## config.mk

```make
export PLATFORM = sky130hd
export DESIGN_NAME = lfsr_rng_arbiter
export DESIGN_NICKNAME = d
export VERILOG_FILES = /design/src/rtl/lfsr_pkg.sv /design/src/rtl/lfsr16_core.sv /design/src/rtl/lfsr_rng_arbiter.sv
export SDC_FILE = /design/constraint.sdc
export NUM_CORES = 1
export LEC_CHECK = 0
export ABC_AREA = 1
export BUFFER_PORTS_ARGS = -buffer_cell sky130_fd_sc_hd__buf_4
export CAP_MARGIN = 20
export CORE_MARGIN = 2
export CORE_UTILIZATION = 55
export DETAILED_ROUTE_END_ITERATION = 6
export GPL_ROUTABILITY_DRIVEN = 0
export MAX_ROUTING_LAYER = met4
export PLACE_DENSITY_LB_ADDON = 0.08
export SYNTH_ARGS = -nofsm -noshare
export SYNTH_HDL_FRONTEND = slang
export SYNTH_SLANG_ARGS = --single-unit
```

## constraint.sdc

```tcl
create_clock -name clk -period 1.9 [get_ports clk]
set_input_delay 0.19 -clock clk [delete_from_list [all_inputs] [get_ports clk]]
set_output_delay 0.19 -clock clk [all_outputs]
set_load 0.02 [all_outputs]
```

## src/rtl/lfsr_pkg.sv

```systemverilog
// rtl/lfsr_pkg.sv - shared constants and types for the LFSR random-word arbiter
// Purpose: feedback tap positions, default seed and arbiter state encoding.
// Ports: none (package).
package lfsr_pkg;

   // Feedback taps for x^16 + x^14 + x^13 + x^11 + 1 (bit indices of the state).
   localparam int TAP_0 = 15;
   localparam int TAP_1 = 13;
   localparam int TAP_2 = 12;
   localparam int TAP_3 = 10;

   localparam logic [15:0] DEFAULT_SEED = 16'hA1C1;

   typedef enum logic [1:0] {IDLE, SHIFT, DONE} arb_state_t;

endpackage

```

## src/rtl/lfsr16_core.sv

```systemverilog
// rtl/lfsr16_core.sv - 16-bit Fibonacci LFSR with seed load and zero-seed guard
// Purpose: holds the shared random-source state; steps when en=1, loads on load=1.
// Ports:
//   clk        in   system clock, rising edge
//   nrst       in   asynchronous active-low reset (state returns to INIT)
//   en         in   advance the LFSR one step this cycle
//   load       in   load seed (takes priority over en)
//   seed[15:0] in   seed value; zero is replaced by INIT to avoid lockup
//   state[15:0] out current LFSR state; state[15] is the next emitted bit
module lfsr16_core
   import lfsr_pkg::*;
#(
   parameter logic [15:0] INIT = DEFAULT_SEED
) (
   input  logic        clk,
   input  logic        nrst,
   input  logic        en,
   input  logic        load,
   input  logic [15:0] seed,
   output logic [15:0] state
);

   logic [15:0] state_q;
   logic [15:0] state_d;
   logic        fb;

   always_comb begin
      fb      = state_q[TAP_0] ^ state_q[TAP_1] ^ state_q[TAP_2] ^ state_q[TAP_3];
      state_d = state_q;
      if (load) begin
         // All-zero is the lockup state of an XOR LFSR; substitute the default.
         state_d = (seed == 16'h0000) ? INIT : seed;
      end else if (en) begin
         state_d = {state_q[14:0], fb};
      end
   end

   always_ff @(posedge clk or negedge nrst) begin
      if (!nrst) begin
         state_q <= INIT;
      end else begin
         state_q <= state_d;
      end
   end

   assign state = state_q;

endmodule

```

## src/rtl/lfsr_rng_arbiter.sv

```systemverilog
// rtl/lfsr_rng_arbiter.sv - round-robin arbiter sharing one LFSR between requesters
// Purpose: grants one requester at a time, shifts WORD_W LFSR bits into a word and
//          delivers it with a one-cycle rvalid strobe; also handles runtime seeding.
// Ports:
//   clk                in   system clock, rising edge
//   nrst               in   asynchronous active-low reset
//   seed_load          in   load seed_val into the LFSR (honoured only when idle)
//   seed_val[15:0]     in   seed value
//   seed_err           out  one-cycle pulse: a seed_load arrived while busy
//   req[NREQ-1:0]      in   level request per requester
//   gnt[NREQ-1:0]      out  one-hot grant, held from SHIFT through DONE
//   rdata[WORD_W-1:0]  out  random word, valid while rvalid=1 (zero otherwise)
//   rvalid             out  one-cycle strobe in DONE
//   busy               out  high in SHIFT and DONE
module lfsr_rng_arbiter
   import lfsr_pkg::*;
#(
   parameter int          NREQ   = 3,
   parameter int          WORD_W = 8,
   parameter logic [15:0] INIT   = DEFAULT_SEED
) (
   input  logic              clk,
   input  logic              nrst,
   input  logic              seed_load,
   input  logic [15:0]       seed_val,
   output logic              seed_err,
   input  logic [NREQ-1:0]   req,
   output logic [NREQ-1:0]   gnt,
   output logic [WORD_W-1:0] rdata,
   output logic              rvalid,
   output logic              busy
);

   localparam int PTR_W = (NREQ > 1) ? $clog2(NREQ) : 1;
   localparam int CNT_W = 5;

   arb_state_t        state_q, state_d;
   logic [NREQ-1:0]   gnt_q, gnt_d;
   logic [PTR_W-1:0]  idx_q, idx_d;
   logic [PTR_W-1:0]  rr_ptr_q, rr_ptr_d;
   logic [CNT_W-1:0]  cnt_q, cnt_d;
   logic [WORD_W-1:0] w_q, w_d;
   logic              seed_err_q, seed_err_d;

   logic [15:0]       lfsr_state;
   logic              lfsr_en;
   logic              lfsr_load;
   logic [WORD_W:0]   w_ext;
   logic              pick_found;
   logic [PTR_W-1:0]  pick_idx;
   logic [PTR_W:0]    cand;

   assign lfsr_en   = (state_q == SHIFT);
   assign lfsr_load = seed_load && (state_q == IDLE);

   lfsr16_core #(.INIT(INIT)) u_core (
      .clk   (clk),
      .nrst  (nrst),
      .en    (lfsr_en),
      .load  (lfsr_load),
      .seed  (seed_val),
      .state (lfsr_state)
   );

   // Round-robin search: first asserted request at or after rr_ptr, wrapping.
   always_comb begin
      pick_found = 1'b0;
      pick_idx   = '0;
      cand       = '0;
      for (int i = 0; i < NREQ; i++) begin
         cand = {1'b0, rr_ptr_q} + (PTR_W+1)'(i);
         if (cand >= (PTR_W+1)'(NREQ)) begin
            cand = cand - (PTR_W+1)'(NREQ);
         end
         if (!pick_found && req[cand[PTR_W-1:0]]) begin
            pick_found = 1'b1;
            pick_idx   = cand[PTR_W-1:0];
         end
      end
   end

   // MSB-first assembly: the bit about to leave the LFSR enters at the bottom.
   assign w_ext = {w_q, lfsr_state[15]};

   always_comb begin
      state_d    = state_q;
      gnt_d      = gnt_q;
      idx_d      = idx_q;
      rr_ptr_d   = rr_ptr_q;
      cnt_d      = cnt_q;
      w_d        = w_q;
      seed_err_d = seed_load && (state_q != IDLE);
      case (state_q)
         IDLE: begin
            // A seed load owns the cycle; pending requests are served next cycle.
            if (!seed_load && pick_found) begin
               gnt_d   = NREQ'(1) << pick_idx;
               idx_d   = pick_idx;
               cnt_d   = '0;
               state_d = SHIFT;
            end
         end
         SHIFT: begin
            w_d   = w_ext[WORD_W-1:0];
            cnt_d = cnt_q + 1'b1;
            if (cnt_q == CNT_W'(WORD_W - 1)) begin
               state_d = DONE;
            end
         end
         DONE: begin
            rr_ptr_d = (idx_q == PTR_W'(NREQ - 1)) ? '0 : idx_q + 1'b1;
            gnt_d    = '0;
            state_d  = IDLE;
         end
         default: begin
            state_d = IDLE;
            gnt_d   = '0;
         end
      endcase
   end

   always_ff @(posedge clk or negedge nrst) begin
      if (!nrst) begin
         state_q    <= IDLE;
         gnt_q      <= '0;
         idx_q      <= '0;
         rr_ptr_q   <= '0;
         cnt_q      <= '0;
         w_q        <= '0;
         seed_err_q <= 1'b0;
      end else begin
         state_q    <= state_d;
         gnt_q      <= gnt_d;
         idx_q      <= idx_d;
         rr_ptr_q   <= rr_ptr_d;
         cnt_q      <= cnt_d;
         w_q        <= w_d;
         seed_err_q <= seed_err_d;
      end
   end

   assign gnt      = gnt_q;
   assign busy     = (state_q != IDLE);
   assign rvalid   = (state_q == DONE);
   assign rdata    = rvalid ? w_q : '0;
   assign seed_err = seed_err_q;

endmodule

```

# Word level (Yosys, flattened, before mapping)
# Cells that the tools add are included.
# totals
ff_bits,39
wordCells,76
output_inout_bits,14
in_bits,22
# classes
n_lt_le_gt_ge,6
n_eq_ne,6
shifts,1
reduce_logical,17
bitwise,4
addsub,7
n_mux,27
# ops
op,n
$mux W16,3
$mux W2,9
$logic_not A16 Y1,1
$pmux W5 S2,1
$lt A2 B3 Y1 const B,3
$mux W8,1
$reduce_and A2 Y1,4
$bmux W1 S2,3
$ge A3 B2 Y1 const B,2
$mux W1,6
$pmux W3 S2,1
$reduce_bool A2 Y1,3
$sub A2 B2 Y2 const B,3
$add A5 B1 Y5 const B,1
$eq A5 B3 Y1 const B,1
$logic_and A1 B1 Y1,5
$mux W5,1
$eq A2 B2 Y1 const B,2
$ne A2 B1 Y1 const B,2
$pmux W2 S2,1
$add A2 B1 Y3 const B,1
$add A2 B2 Y3 const B,1
$logic_not A1 Y1,3
$mux W3,1
7 further kinds,9

# Longest topological paths before layout
# depth
ltp_word,14
ltp_mapped,13
ltp_nobuf,13

# By module
# From an unflattened synthesis, not the netlist that was laid out.
# hier_totals
cells_unflattened,282
area_unflattened_um2,2190.9
# by_module_without_submodules
module,instances,area_each_um2,cells_per_inst,seq_area_each_um2
lfsr_rng_arbiter,1,1247.4,162,575.6
lfsr16_core,1,943.4,120,407.9

# Least setup slack after synthesis
# No wires, ideal clock.
# synth_path
path_type,register -> register
startpoint,register rr_ptr_q[0]
endpoint,register idx_q[1]
setup_time_ns,0.121
required_time_ns,1.779
t_arrival_ns,1.475
path_buffers,0
path_stages_with_launch,12
path_slack_ns,0.304
synth_period_minus_slack_ns,1.596
cell_sequence,dfrtp_1 > inv_1 > ha_1 > inv_2 > nand2_2 > nand2_2 > a21oi_4 > nand3_2 > nand3_4 > inv_2 > nand2_1 > o21ai_1
# synth_via
elab_chain_len,13
word_cells_on_any_way,29
cone_classes,5 x add/sub; 3 x order compare; 15 x mux; 6 x reduce/logical
# synth_rtl
item,line,rtl
from (decl),lfsr_rng_arbiter.sv:40,"logic [PTR_W-1:0] rr_ptr_q, rr_ptr_d;"
from (signal assigned),lfsr_rng_arbiter.sv:135,rr_ptr_q <= rr_ptr_d;
"parallel branches: the longest is 13 deep, another holds $add A2 B1 Y3",--,
to (signal assigned),lfsr_rng_arbiter.sv:134,idx_q <= idx_d;
to (decl),lfsr_rng_arbiter.sv:39,"logic [PTR_W-1:0] idx_q, idx_d;"
# Parallel ways; which one is timed is not known. The select of a mux whose other input is x is not followed.
# A chain may end at the register's enable or synchronous reset.

# Final worst setup path
# layout_path
startpoint,register rr_ptr_q[0]
endpoint,register idx_q[0]
# Same word-level chain as after synthesis.

==> reports/qor.yml <==
place:
  hpwl_mm: 2.93
  dp.cells: 337
  pre_cts_ws_ns: 0.0935
  port_buffers: 35
worst_setup_path:
  r2r_cells: 11
  cp.arrival_ns: 1.88
  timing.rr.start: "rr_ptr_q[0]"
  worst-setup-path-type: "register to register"
  cpMaxStageDelayCell: "dfrtp_1"
  worstPathRequired_ns: 2.07
  r2r_slack_ns: 0.19
  cp-end-kind: "register"
  max_stage_delay_ns: 0.38
  r2r-end: "idx_q[0]"
  path_buf_inv: 3
  path_cells: "inv_1, ha_4, inv_2, nand2_2, nand2_2, a21oi_4, nand3_2, nand3_4, inv_2, nand2_1, o21ai_1"
  worst_setup_path_start_kind: "register"
  cp.depth: 11
  crit_fanout: 8
  crit_end: "idx_q[0]"
  critPathLaunch: "rr_ptr_q[0]"
  crit_family: "simple AND/OR/NAND/NOR gates"
sta:
  rsz0062_at_grt: "no"
  fmax_ghz: 0.586
  slew-limit-headroom_pct: 67.7
  fin_skew_ns: 0.00420
  fin_setup_tns_ns: 0
  fin_crit_ns: 1.71
  finalMaxSlewViolations: 0
  setup_ws_ns: 0.194
  fin_crit_sh_pct: 89.8
  worst_slew_pin_slew_ns: 0.484
  setup_viol: 0
  hold_viol_final: 0
  whs_ns: 0.143
drt:
  antenna_left: 0
  wl_met3_um: 160
  drc_errors: 0
  viasPerCell: 5.03
  wl_met1_mm: 1.87
  routedWlPerCell_um: 11.4
  wl_met2_mm: 1.87
  vias: 1740
  drt_iter0_markers: 94
  dr.max_layer_used: "met4"
  dr.pass1.iters: 4
  wirelength_mm: 3.95
layout:
  layout_common_cells: "50 x nand2_1, 40 x inv_1, 37 x nor2_1, 37 x buf_4, 33 x dfrtp_1"
  drive_above_1_share_pct: 19.8
  final_common_cell: "nand2_1"
  area_delta_synth_final_pct: 20.4
  fin_util_pct: 67.9
  final_cells: 346
  antennaDiodeCount: 0
  finalNetCount: 324
clocking:
  cts.root.buffer_cell: "clkbuf_8"
  cts_tree: "yes"
  cts_setup_buffers: 0
  clock-sinks: 39
  h-tree-depth: 2
  cts_made_buffers: 5
  clockBufferDepth: 2
  clock_latency_ns: 0.29
  clk_pin_slew_ns: 0.07
global_route:
  grt_usage_pct: 22.1
  antenna_found_initial: 0
  grt_max_degree: 40
  grt_pass1_vias: 1700
  gr-total-overflow: 0
  grt_pass1_wl_mm: 6.89
logic_synthesis:
  netlist-cell-type-count: 25
  syn-instance-count: 258
  ys_seq_area_share_pct: 48.4
  synth-seq-cells: 39
  yosys_warnings: 0
  syn_area_mm2: 0.00203
  synthesis.nets: 285
  syn_avg_cell_area_um2: 7.88
floorplanning:
  core_mm2: 0.00361
  ioPinCount: 36
  num_rows: 22
  die_y_um: 64.8
  dieArea_mm2: 0.00420
  start_util_pct: 56.4
  die_w_um: 64.8
status:
  status: "complete, no violations"
power:
  power_leakage_uw: 0.00125
  vdd_drop_max_v: 0.000874
  power.density_mw_per_mm2: 1560
job:
  maxCapViolCount: 0
hold_path:
  hold_class: "input pin to register"
-- worst min-delay path: stages --
cell    delay [ns]
buf_4         0.08
nor2_1        0.04
nor2_1        0.08
-- worst min path at each step --
stage	to	slack, ns	cells past startpoint	start
global route	u_core.state[12]	0.15	3	seed_val[12]
finish	u_core.state[14]	0.14	3	seed_val[14]
CTS	u_core.state[14]	0.14	3	seed_val[14]
floorplan	cnt_q[0]	-0.11	0	nrst
global placement	idx_q[1]	0.19	1	nrst
detailed placement	rr_ptr_q[0]	0.19	1	nrst
-- cell families after synthesis --
family                   Yosys count  share of synthesized area [%]
AND/OR/NAND/NOR                  113                           23.8
flip-flops                        39                           48.4
adder cells (fa/ha/maj)            5                           3.08
buffers and inverters             48                           9.17
XOR/XNOR                           3                           1.29
AO/OA/AOI/OAI                     50                           14.3
-- synth_stat cells, drive strengths merged --
| cell type | number | area share [%] |
|---|---|---|
| nand2 | 53 | 10 |
| clkbuf | 1 | 0.18 |
| buf | 5 | 1.2 |
| a21oi | 10 | 3.0 |
| a21o | 1 | 0.37 |
| a22oi | 7 | 2.6 |
| dfstp | 6 | 7.8 |
| nor2 | 39 | 7.3 |
| o22ai | 8 | 2.5 |
| nand4 | 3 | 0.92 |
| nand3 | 17 | 5.0 |
| inv | 42 | 7.8 |
| xnor2 | 2 | 0.86 |
| or2 | 1 | 0.31 |
| o21ai | 24 | 5.9 |
| dfrtp | 33 | 41 |
| ha | 5 | 3.1 |
| xor2 | 1 | 0.43 |
-- layout make-up --
cell class / count / area (um2)
Timing Repair Buffer: 38 / 288
Clock buffer: 8 / 80.1
Tap cell: 48 / 60.1
Fill cell: 317 / 1160
Sequential cell: 39 / 983
Multi-Input combinational cell: 171 / 878
Inverter: 42 / 158
-- through the flow --
| stage | area [um2] | total power (uW) |
|---|---|---|
| final | 2450 | 3810 |
| after global routing | 2450 | 4190 |
| after CTS | 2430 | 3800 |
| after detailed placement | 2340 | 3270 |
| after global placement | 2340 | 3220 |
| after floorplan | 2030 | 2840 |
-- sequential cells by signal, indices dropped and copies added (netlist names) --
| register | count |
|---|---|
| seed_err | 1 |
| idx_q | 2 |
| w_q | 8 |
| u_core.state | 16 |
| gnt | 3 |
| cnt_q | 5 |
| state_q | 2 |
| rr_ptr_q | 2 |
-- layer usage --
layer	vias up	GRT usage, %
met4	0	6.91
met2	29	36.6
met3	5	6.94
li1	902	-
met5	-	-
met1	804	25.9
-- repair_timing --
| item | CTS | global route |
|---|---|---|
| endpoints found under the setup margin | 0 | 11 |
| resized for setup | 0 | 3 |
| hold endpoints to repair | 33 | 0 |
| hold buffers | 1 | 0 |
-- where the power goes --
group	internal, uW	switching (uW)
clock network	261	263
logic	701	1090
registers	1270	227
Note: power is estimated with default switching activity, not from simulation.
